`src/rtl/wb_pkg.sv`:
```
// Shared types and constants for the writeback arbiter slice.
package wb_pkg;

  typedef logic [4:0] regaddr_t;

  localparam int WB_W = 32;

  typedef struct packed {
    regaddr_t          wa;
    logic [WB_W-1:0]   wd;
  } wb_req_t;

  localparam regaddr_t REG_ZERO = 5'd0;

  // Address 0 is the hardwired zero register: never written, never a hazard.
  function automatic logic is_live(input regaddr_t a);
    return (a != REG_ZERO);
  endfunction

endpackage

```
`src/rtl/wb_fifo.sv`:
```
// Load-return FIFO: circular storage, wrap-around pointers, occupancy count and
// per-entry destination-address match against two hazard query addresses.
module wb_fifo
  import wb_pkg::*;
#(
  parameter int DEPTH = 4,
  parameter int W     = 32
) (
  input  logic             clk,
  input  logic             reset_n,
  input  logic             push,
  input  logic [4:0]       push_wa,
  input  logic [W-1:0]     push_wd,
  input  logic             pop,
  output logic [4:0]       head_wa,
  output logic [W-1:0]     head_wd,
  output logic             empty,
  output logic             full,
  input  logic [4:0]       qa1,
  input  logic [4:0]       qa2,
  output logic [DEPTH-1:0] hit1,
  output logic [DEPTH-1:0] hit2
);

  localparam int PW = $clog2(DEPTH);
  localparam int CW = PW + 1;

  logic [4:0]    wa_mem_r [DEPTH];
  logic [W-1:0]  wd_mem_r [DEPTH];
  logic [PW-1:0] wr_ptr_r;
  logic [PW-1:0] rd_ptr_r;
  logic [CW-1:0] count_r;

  logic          do_push_s;
  logic          do_pop_s;
  logic [PW-1:0] offset_s [DEPTH];

  assign full      = (count_r == CW'(DEPTH));
  assign empty     = (count_r == {CW{1'b0}});
  assign do_push_s = push && !full;
  assign do_pop_s  = pop && !empty;
  assign head_wa   = wa_mem_r[rd_ptr_r];
  assign head_wd   = wd_mem_r[rd_ptr_r];

  // Pointer and occupancy update; simultaneous push and pop leaves count unchanged.
  always_ff @(posedge clk or negedge reset_n) begin
    if (!reset_n) begin
      wr_ptr_r <= {PW{1'b0}};
      rd_ptr_r <= {PW{1'b0}};
      count_r  <= {CW{1'b0}};
    end else begin
      if (do_push_s) begin
        wr_ptr_r <= wr_ptr_r + {{(PW-1){1'b0}}, 1'b1};
      end
      if (do_pop_s) begin
        rd_ptr_r <= rd_ptr_r + {{(PW-1){1'b0}}, 1'b1};
      end
      case ({do_push_s, do_pop_s})
        2'b10:   count_r <= count_r + {{(CW-1){1'b0}}, 1'b1};
        2'b01:   count_r <= count_r - {{(CW-1){1'b0}}, 1'b1};
        default: count_r <= count_r;
      endcase
    end
  end

  // Entry storage; contents are only meaningful while counted as occupied.
  always_ff @(posedge clk or negedge reset_n) begin
    if (!reset_n) begin
      for (int i = 0; i < DEPTH; i++) begin
        wa_mem_r[i] <= 5'd0;
        wd_mem_r[i] <= {W{1'b0}};
      end
    end else begin
      if (do_push_s) begin
        wa_mem_r[wr_ptr_r] <= push_wa;
        wd_mem_r[wr_ptr_r] <= push_wd;
      end
    end
  end

  // An entry is live when its distance from the read pointer is below the count.
  always_comb begin
    hit1 = {DEPTH{1'b0}};
    hit2 = {DEPTH{1'b0}};
    for (int i = 0; i < DEPTH; i++) begin
      offset_s[i] = PW'(i) - rd_ptr_r;
      if ({1'b0, offset_s[i]} < count_r) begin
        hit1[i] = is_live(qa1) && (wa_mem_r[i] == qa1);
        hit2[i] = is_live(qa2) && (wa_mem_r[i] == qa2);
      end else begin
        hit1[i] = 1'b0;
        hit2[i] = 1'b0;
      end
    end
  end

endmodule

```
`src/rtl/wb_arbiter.sv`:
```
// Register-file writeback arbiter: ALU results take priority, load returns queue
// in wb_fifo. Define WB_BYPASS_EN to let a load on an idle cycle skip the FIFO.
module wb_arbiter
  import wb_pkg::*;
#(
  parameter int DEPTH = 4,
  parameter int W     = 32
) (
  input  logic         clk,
  input  logic         reset_n,
  input  logic         alu_valid,
  input  logic [4:0]   alu_wa,
  input  logic [W-1:0] alu_wd,
  input  logic         ld_valid,
  output logic         ld_ready,
  input  logic [4:0]   ld_wa,
  input  logic [W-1:0] ld_wd,
  input  logic [4:0]   qa1,
  input  logic [4:0]   qa2,
  output logic         q_pend1,
  output logic         q_pend2,
  output logic         we3,
  output logic [4:0]   wa3,
  output logic [W-1:0] wd3
);

  logic             fifo_empty_s;
  logic             fifo_full_s;
  logic [4:0]       head_wa_s;
  logic [W-1:0]     head_wd_s;
  logic [DEPTH-1:0] hit1_s;
  logic [DEPTH-1:0] hit2_s;

  logic             accept_s;
  logic             bypass_s;
  logic             push_s;
  logic             pop_s;

  logic             we3_r;
  logic [4:0]       wa3_r;
  logic [W-1:0]     wd3_r;
  logic             src_ld_r;

  logic             we3_nxt_s;
  logic [4:0]       wa3_nxt_s;
  logic [W-1:0]     wd3_nxt_s;
  logic             src_ld_nxt_s;

  assign ld_ready = !fifo_full_s;
  assign accept_s = ld_valid && ld_ready;
  assign pop_s    = !alu_valid && !fifo_empty_s;

`ifdef WB_BYPASS_EN
  assign bypass_s = accept_s && fifo_empty_s && !alu_valid;
`else
  assign bypass_s = 1'b0;
`endif
  assign push_s   = accept_s && !bypass_s;

  wb_fifo #(
    .DEPTH (DEPTH),
    .W     (W)
  ) u_fifo (
    .clk     (clk),
    .reset_n (reset_n),
    .push    (push_s),
    .push_wa (ld_wa),
    .push_wd (ld_wd),
    .pop     (pop_s),
    .head_wa (head_wa_s),
    .head_wd (head_wd_s),
    .empty   (fifo_empty_s),
    .full    (fifo_full_s),
    .qa1     (qa1),
    .qa2     (qa2),
    .hit1    (hit1_s),
    .hit2    (hit2_s)
  );

  // Output-register source select: ALU, then FIFO head, then bypassed load.
  always_comb begin
    we3_nxt_s    = 1'b0;
    wa3_nxt_s    = wa3_r;
    wd3_nxt_s    = wd3_r;
    src_ld_nxt_s = 1'b0;
    if (alu_valid) begin
      we3_nxt_s    = is_live(alu_wa);
      wa3_nxt_s    = alu_wa;
      wd3_nxt_s    = alu_wd;
      src_ld_nxt_s = 1'b0;
    end else if (pop_s) begin
      we3_nxt_s    = is_live(head_wa_s);
      wa3_nxt_s    = head_wa_s;
      wd3_nxt_s    = head_wd_s;
      src_ld_nxt_s = 1'b1;
    end else if (bypass_s) begin
      we3_nxt_s    = is_live(ld_wa);
      wa3_nxt_s    = ld_wa;
      wd3_nxt_s    = ld_wd;
      src_ld_nxt_s = 1'b1;
    end else begin
      we3_nxt_s    = 1'b0;
      src_ld_nxt_s = 1'b0;
    end
  end

  // Writeback output register.
  always_ff @(posedge clk or negedge reset_n) begin
    if (!reset_n) begin
      we3_r    <= 1'b0;
      wa3_r    <= 5'd0;
      wd3_r    <= {W{1'b0}};
      src_ld_r <= 1'b0;
    end else begin
      we3_r    <= we3_nxt_s;
      wa3_r    <= wa3_nxt_s;
      wd3_r    <= wd3_nxt_s;
      src_ld_r <= src_ld_nxt_s;
    end
  end

  assign we3 = we3_r;
  assign wa3 = wa3_r;
  assign wd3 = wd3_r;

  // A load sitting in the output register is still pending until its write lands.
  assign q_pend1 = (|hit1_s) || (src_ld_r && we3_r && is_live(qa1) && (wa3_r == qa1));
  assign q_pend2 = (|hit2_s) || (src_ld_r && we3_r && is_live(qa2) && (wa3_r == qa2));

endmodule

```
`config.mk`:
```
export PLATFORM = sky130hd
export DESIGN_NAME = wb_arbiter
export DESIGN_NICKNAME = d
export VERILOG_FILES = /design/src/rtl/wb_pkg.sv /design/src/rtl/wb_fifo.sv /design/src/rtl/wb_arbiter.sv
export SDC_FILE = /design/constraint.sdc
export NUM_CORES = 1
export LEC_CHECK = 0
export BUFFER_PORTS_ARGS = -buffer_cell sky130_fd_sc_hd__buf_2
export CORE_ASPECT_RATIO = 0.6
export CORE_MARGIN = 5
export CORE_UTILIZATION = 58
export DETAILED_ROUTE_END_ITERATION = 16
export MAX_ROUTING_LAYER = met4
export PLACE_DENSITY = 0.81
export SYNTH_ARGS = -nofsm -noshare
export SYNTH_HDL_FRONTEND = slang
export SYNTH_HIERARCHICAL = 1
export SYNTH_SLANG_ARGS = --single-unit
```
`constraint.sdc`:
```
create_clock -name clk -period 3.45 [get_ports clk]
set_input_delay 0.345 -clock clk [delete_from_list [all_inputs] [get_ports clk]]
set_output_delay 0.345 -clock clk [all_outputs]
set_load 0.01 [all_outputs]
```
== Yosys cells after proc, flatten, opt, wreduce, memory -nomap -nowiden ==
Index checks and enable logic that the tools add are counted.
Cells by class
  order comparisons: 7
  equal/unequal tests: 13
  mux-type cells: 29
  bitwise gates (word level): 2
  reduce and logical (&&, ||, !) cells: 32
  $add $sub $neg: 8
Operators by type and width (count)
  two-way mux 32 bit: 5
  bitwise mux 128 bit: 1
  binary-select mux 32 bit (select 2 bit): 1
  demux 32 bit (select 2 bit): 1
  == test 5 bit: 10
  two-way mux 5 bit: 5
  bitwise mux 20 bit: 1
  nonzero test 5 bit: 4
  logical AND 1 bit: 18
  < comparator 2 x 3 -> 1 bit: 4
  two-way mux 1 bit: 12
  binary-select mux 5 bit (select 2 bit): 1
  demux 5 bit (select 2 bit): 1
  OR reduction 4 bit: 2
  greater-or-equal comparator 3 bit (second input constant): 2
  NOT 2 -> 3 bit: 2
  case mux 3 bit (2 select lines): 1
  adder 2 x 1 -> 2 bit (second input constant): 2
  nonzero test 2 bit: 2
  subtractor 1 x 2 -> 2 bit (first input constant): 2
  subtractor 2 bit (first input constant): 2
  adder 3 x 1 -> 3 bit (second input constant): 1
  == test 3 bit (second input constant): 1
  zero test 1 bit: 3
  6 further kinds: 7
Storage, ports and cells
  logic and storage cells: 106
  output and inout port bits: 41
  register bits: 194
  input bits: 88

== Depth between registers and ports, before layout ==
  depth in word-level cells: 7
  mapped depth: 13

== By module ==
Netlist, hierarchy kept.
Modules (own cells, without submodules)
  wb_fifo: times used 1, area each 8090.3 sq um, cells an instance 491, seq. area each 3878.7 sq um
  wb_arbiter: times used 1, area each 1955.6 sq um, cells an instance 194, seq. area each 975.9 sq um

== Worst setup path before layout ==
No wires, ideal clock.
  path kind: reg2reg
  start: reg u_fifo.count_r[0]
  end: reg u_fifo.count_r[2]
  buffers on the path: 3
  setup slack: 0.899 ns
  data required time: 3.371 ns
  data arrival time: 2.472 ns
  stages on the path, launching flop included: 14
  period minus slack after synthesis: 2.551 ns
  path through: dfrtp_1 > buf_2 > or3b_1 > buf_6 > inv_1 > nor2b_1 > clkbuf_1 > nand2_1 > ha_1 > inv_1 > fa_1 > xor2_1 > nor2_1 > xor2_1
On the way
  cells in the longest elaborated chain, start to end: 6
RTL lines
  start: declaration: line wb_fifo.sv:32  | logic [CW-1:0] count_r;
  start signal: assignment: line wb_fifo.sv:50  | count_r <= {CW{1'b0}};
  start signal: assignment: line wb_fifo.sv:59  | 2'b10: count_r <= count_r + {{(CW-1){1'b0}}, 1'b1};
  start signal: assignment: line wb_fifo.sv:60  | 2'b01: count_r <= count_r - {{(CW-1){1'b0}}, 1'b1};
  == test 3 bit (*): line wb_fifo.sv:38  | assign full = (count_r == CW'(DEPTH));
  net fifo_full_s: line wb_arbiter.sv:28  | logic fifo_full_s;
  zero test 1 bit (*): line wb_arbiter.sv:49  | assign ld_ready = !fifo_full_s;
  logical AND 1 bit (*): line wb_arbiter.sv:50  | assign accept_s = ld_valid && ld_ready;
  net accept_s: line wb_arbiter.sv:34  | logic accept_s;
  logical AND 1 bit (*): line wb_fifo.sv:40  | assign do_push_s = push && !full;
  == test 2 x 1 -> 1 bit or == test 2 bit (tied branches): line wb_fifo.sv:58  | case ({do_push_s, do_pop_s})
  case mux 3 bit (2 select lines) or nonzero test 2 bit (tied branches)
Mark *: on every way through the listed nets, which the timed path passes. The rest lies on a longest branch.
A chain may end at the register's enable or synchronous reset.

== Worst setup path in the final report ==
  start: reg u_fifo.count_r[2]
  end: reg u_fifo/wd_mem_r[117] (netlist name)
On the way
  cells in the longest elaborated chain, start to end: 4
RTL lines
  == test 3 bit: line wb_fifo.sv:38
  net fifo_full_s: line wb_arbiter.sv:28
  zero test 1 bit: line wb_arbiter.sv:49
  logical AND 1 bit: line wb_arbiter.sv:50
  net accept_s: line wb_arbiter.sv:34
  logical AND 1 bit: line wb_fifo.sv:40
  end signal: indexed assignment: line wb_fifo.sv:71  | wd_mem_r[i] <= {W{1'b0}};
  end signal: indexed assignment: line wb_fifo.sv:76  | wd_mem_r[wr_ptr_r] <= push_wd;
  end: declaration: line wb_fifo.sv:29  | logic [W-1:0] wd_mem_r [DEPTH];
The timed path passes the listed nets, and every way through them passes these cells.

==> results_tabular.tex <==
\begin{tabular}{lr}
\hline
Metric & Value \\
\hline
\multicolumn{2}{l}{\textbf{Timing}} \\
\quad Tcrit/Tclk final & 86.9\% \\
\quad Number of endpoints with negative hold slack in the final report & 0 \\
\quad Relative slew slack & 46.3\% \\
\quad Number of setup violations in the final report & 0 \\
\quad Max Fclk & 0.333 GHz \\
\quad Final Skew & 14.9 ps \\
\quad Hold Slack & 128 ps \\
\quad Shortest clock period the worst path allows after layout & 3000 ps \\
\quad Setup TNS & 0 ps \\
\quad Slew at the pin closest to its max-slew limit & 805 ps \\
\quad Final number of max-transition violations & 0 \\
\quad Unrepaired setup endpoints after global routing & no \\
\multicolumn{2}{l}{\textbf{Route}} \\
\quad Detail Route Antenna Nets & 0 \\
\quad DR vias/cell & 5.71 \\
\quad Iter 0 DRT Violations & 460 \\
\quad Vias after detailed routing & 5976 \\
\quad DRC Markers & 0 \\
\quad Routed length per instance & 21.3 um \\
\quad Number of optimization iterations in the first detailed-route pass & 6 \\
\quad Post-Route WL & 22.3 mm \\
\multicolumn{2}{l}{\textbf{Synth}} \\
\quad Main combinational cell family by area after synthesis & multiplexers \\
\quad Number of enable-type register cells in the synthesized netlist & 0 \\
\quad Number of different library cells in the post-synthesis netlist & 37 \\
\quad Share of synthesized flip-flops with an asynchronous set or reset & 100\% \\
\quad Syn\_nets & 783 \\
\quad Cell with the most instances after synthesis & sky130\_fd\_sc\_hd\_\_dfrtp\_1 \\
\quad Post-synth top cells & 194 x sky130\_fd\_sc\_hd\_\_dfrtp\_1, 120 x sky130\_fd\_sc\_hd\_\_mux2\_4, 49 x sky130\_fd\_sc\_hd\_\_xnor2\_1 \\
\quad Post-synthesis area per instance & 14.7 um\^{}2 \\
\quad Netlist area before placement & 10000 um\^{}2 \\
\quad Area share of the largest cell type after synthesis & 48.3\% \\
\quad Total number of yosys warnings & 6 \\
\quad XOR/XNOR Fraction of Synth Area & 4.80\% \\
\quad Synth Area in Simple Gates & 4.83\% \\
\quad Sequential cell area fraction in the yosys report & 48.3\% \\
\quad Synth Register Bits & 194 \\
\quad Synthesized instance count & 685 \\
\quad Post-synthesis share of cell area spent on full adders, half adders and majority gates & 1.32\% \\
\quad Synth Area in Compound Gates & 2.78\% \\
\quad Top post-synthesis cells by area & sky130\_fd\_sc\_hd\_\_dfrtp\_1 48\%, sky130\_fd\_sc\_hd\_\_mux2\_4 18\%, sky130\_fd\_sc\_hd\_\_mux4\_2 8.3\% \\
\quad Library cell occupying the most area in the post-synthesis netlist & sky130\_fd\_sc\_hd\_\_dfrtp\_1 \\
\quad Mux contribution to synthesized area & 33.3\% \\
\quad Dominant synthesized flop cell & sky130\_fd\_sc\_hd\_\_dfrtp\_1 \\
\multicolumn{2}{l}{\textbf{Placed design}} \\
\quad Input/output buffers & 128 \\
\quad Hpwl dp & 14.9 mm \\
\quad Placer congestion estimate & 0.852 \\
\multicolumn{2}{l}{\textbf{Critical path}} \\
\quad Launch instance of the worst register-to-register path & u\_fifo/count\_r[2] \\
\quad CP cell instances & or3b\_1 -> inv\_1 -> nor2b\_2 -> nand3\_4 -> mux2\_4 \\
\quad Maximum fanout encountered on the critical timing path & 37 \\
\quad Crit path from & u\_fifo/count\_r[2] \\
\quad CP peak stage delay & 690 ps \\
\quad Required arrival time at the worst endpoint & 3740 ps \\
\quad Worst r2r path cells & 5 \\
\quad Category of the most critical setup path & flop to flop \\
\quad Arrival @ worst endpoint & 3290 ps \\
\quad Launching element type of the critical path & flop \\
\quad CP max-delay cell & sky130\_fd\_sc\_hd\_\_nand3\_4 \\
\quad Capture point of the worst path & u\_fifo/wd\_mem\_r[117] \\
\quad Endpoint of the worst register-to-register path & u\_fifo/wd\_mem\_r[117] \\
\quad Worst R2R Setup Slack & 450 ps \\
\quad Crit path capture type & flop \\
\multicolumn{2}{l}{\textbf{Min path}} \\
\quad Number of stages on the worst hold path & 3 \\
\quad Class of the tightest hold or removal check & primary input to flop \\
\multicolumn{2}{l}{\textbf{Clock tree}} \\
\quad Clock tree from TritonCTS & built \\
\quad Number of H-tree levels & 4 \\
\quad Clock buffers created by TritonCTS & 17 \\
\quad Buffers from clock root to sink, at most & 2 \\
\quad Number of sinks handled by clock tree synthesis & 194 \\
\quad Reg clk slew, reported paths & 80 ps \\
\quad Clock insertion delay at the later pin of the skew report & 420 ps \\
\quad Buffer type at the clock tree root & sky130\_fd\_sc\_hd\_\_clkbuf\_16 \\
\multicolumn{2}{l}{\textbf{Pwr}} \\
\quad Power per cell area & 1000 nW/um\^{}2 \\
\quad Pleak & 5.28 nW \\
\quad Highest ir drop seen on vdd & 0.472 mV \\
\multicolumn{2}{l}{\textbf{GRT}} \\
\quad Global-route wire length before repair & 36.5 mm \\
\quad Global-route congestion overflow total & 0 \\
\quad Initial antenna violation count & 3 \\
\quad Number of global-route vias before repair & 6606 \\
\quad Largest net degree at the start of global routing & 91 \\
\quad Overall Global Routing Usage & 23.5\% \\
\multicolumn{2}{l}{\textbf{Floorplanning}} \\
\quad Std cell rows & 37 \\
\quad Starting density of the core & 58.8\% \\
\quad Height of the die & 112 um \\
\quad Core Box Area & 17100 um\^{}2 \\
\quad Total Die Area & 20100 um\^{}2 \\
\quad Horizontal extent of the die & 180 um \\
\quad Top Ports & 129 \\
\multicolumn{2}{l}{\textbf{Final layout}} \\
\quad Share of final-layout standard cells stronger than drive strength 1 & 45.4\% \\
\quad Area growth, synth to finish & 12.2\% \\
\quad Final layout net count & 894 \\
\multicolumn{2}{l}{\textbf{Flow run}} \\
\quad Max-Cap Viols & 0 \\
\multicolumn{2}{l}{\textbf{Status}} \\
\quad Outcome & finished clean \\
\hline
\end{tabular}
## routing by layer
metal	share of wire (%)	vias up	global-route usage, %
met2	45	189	34.6
li1	-	2674	-
met1	47	3083	32.9
met4	1.5	0	6.19
met5	0	-	-
met3	6.4	30	5.84
## timing repair
action	4_1_cts	5_1_grt
endpoints found under the hold margin	61	0
resized for setup	0	1
setup buffers	0	0
endpoints found under the setup margin	0	32
hold buffers	1	0
## how the worst min path moves through the flow
stage | slack (ps) | endpoint | start
floorplan | 50 | src_ld_r | reset_n
global placement | 350 | wd3[27] | reset_n
detailed placement | 370 | wd3[27] | reset_n
CTS | 120 | wd3[13] | alu_wd[13]
global route | 130 | wd3[31] | alu_wd[31]
finish | 130 | wd3[1] | alu_wd[1]
## stage by stage
stage | cell area (um^2) | power (mW) | utilization (%) | cells | setup WS, ps
floorplan | 10000 | 8.21 | - | 685 | 899
global placement | 10700 | 9.06 | 62.5 | 1010 | 369
detailed placement | 10700 | 9.38 | 62.5 | 1010 | 205
CTS | 11300 | 11.3 | 65.9 | 1043 | 178
global route | 11300 | 11.9 | 66.0 | 1046 | 280
finish | 11300 | 11.3 | 66.0 | 1046 | 451
## power breakdown
group	internal [mW]	switching, mW	leakage (nW)
Clock	0.969	0.921	0.279
Combinational	3.03	2.05	2.69
Sequential	3.43	0.889	2.31
## worst max-delay path, delay by kind of cell, from the launching register on
family | cells | cell delay, ps
simple gates | 3 | 1630
buf+inv | 1 | 160
mux | 1 | 550
flops | 1 | 500
## cells in the final DEF, fill, tap and decap left out, drive strengths merged, types with 2 or more instances in the layout
cell    synthesis  layout
dfrtp         194     194
mux2          149     149
buf            30     139
xnor2          49      49
nand2          48      48
mux2i          38      38
o21ai          38      38
mux4           37      37
clkbuf         18      18
inv            11      16
nand3          14      14
nor4           10      10
ha              9       9
clkinv          0       8
nor2            7       7
or4             6       6
xor2            6       6
diode           0       3
a21oi           3       3
and2            2       2
o41ai           2       2
o21ba           2       2
nand2b          2       2
o22ai           2       2
nor2b           2       2
## sequential cells by signal (all words and copies together) (netlist names)
name and count:
u_fifo/wa_mem_r 20, u_fifo/wd_mem_r 128, u_fifo/count_r 3, src_ld_r 1, u_fifo/rd_ptr_r 2, wd3 32, we3 1, u_fifo/wr_ptr_r 2
wa3 5
## cells by family after synthesis
logic type	Yosys count
fa+ha+maj	10
flops	194
simple gates	93
mux	224
buf+inv	59
compound gates	50
xor+xnor	55
## area by class of cell
type                    instances  area (um^2)
fillers                      1169         5810
flip-flops and latches        194         4860
multi-input cells             432         4730
repair buffers                140          777
clock buffers                  18          439
well taps                     234          293
clock inverters                14          125
inverters                      11         41.3
diodes                          3         7.51
No activity file was read; power rests on OpenSTA's default activity.
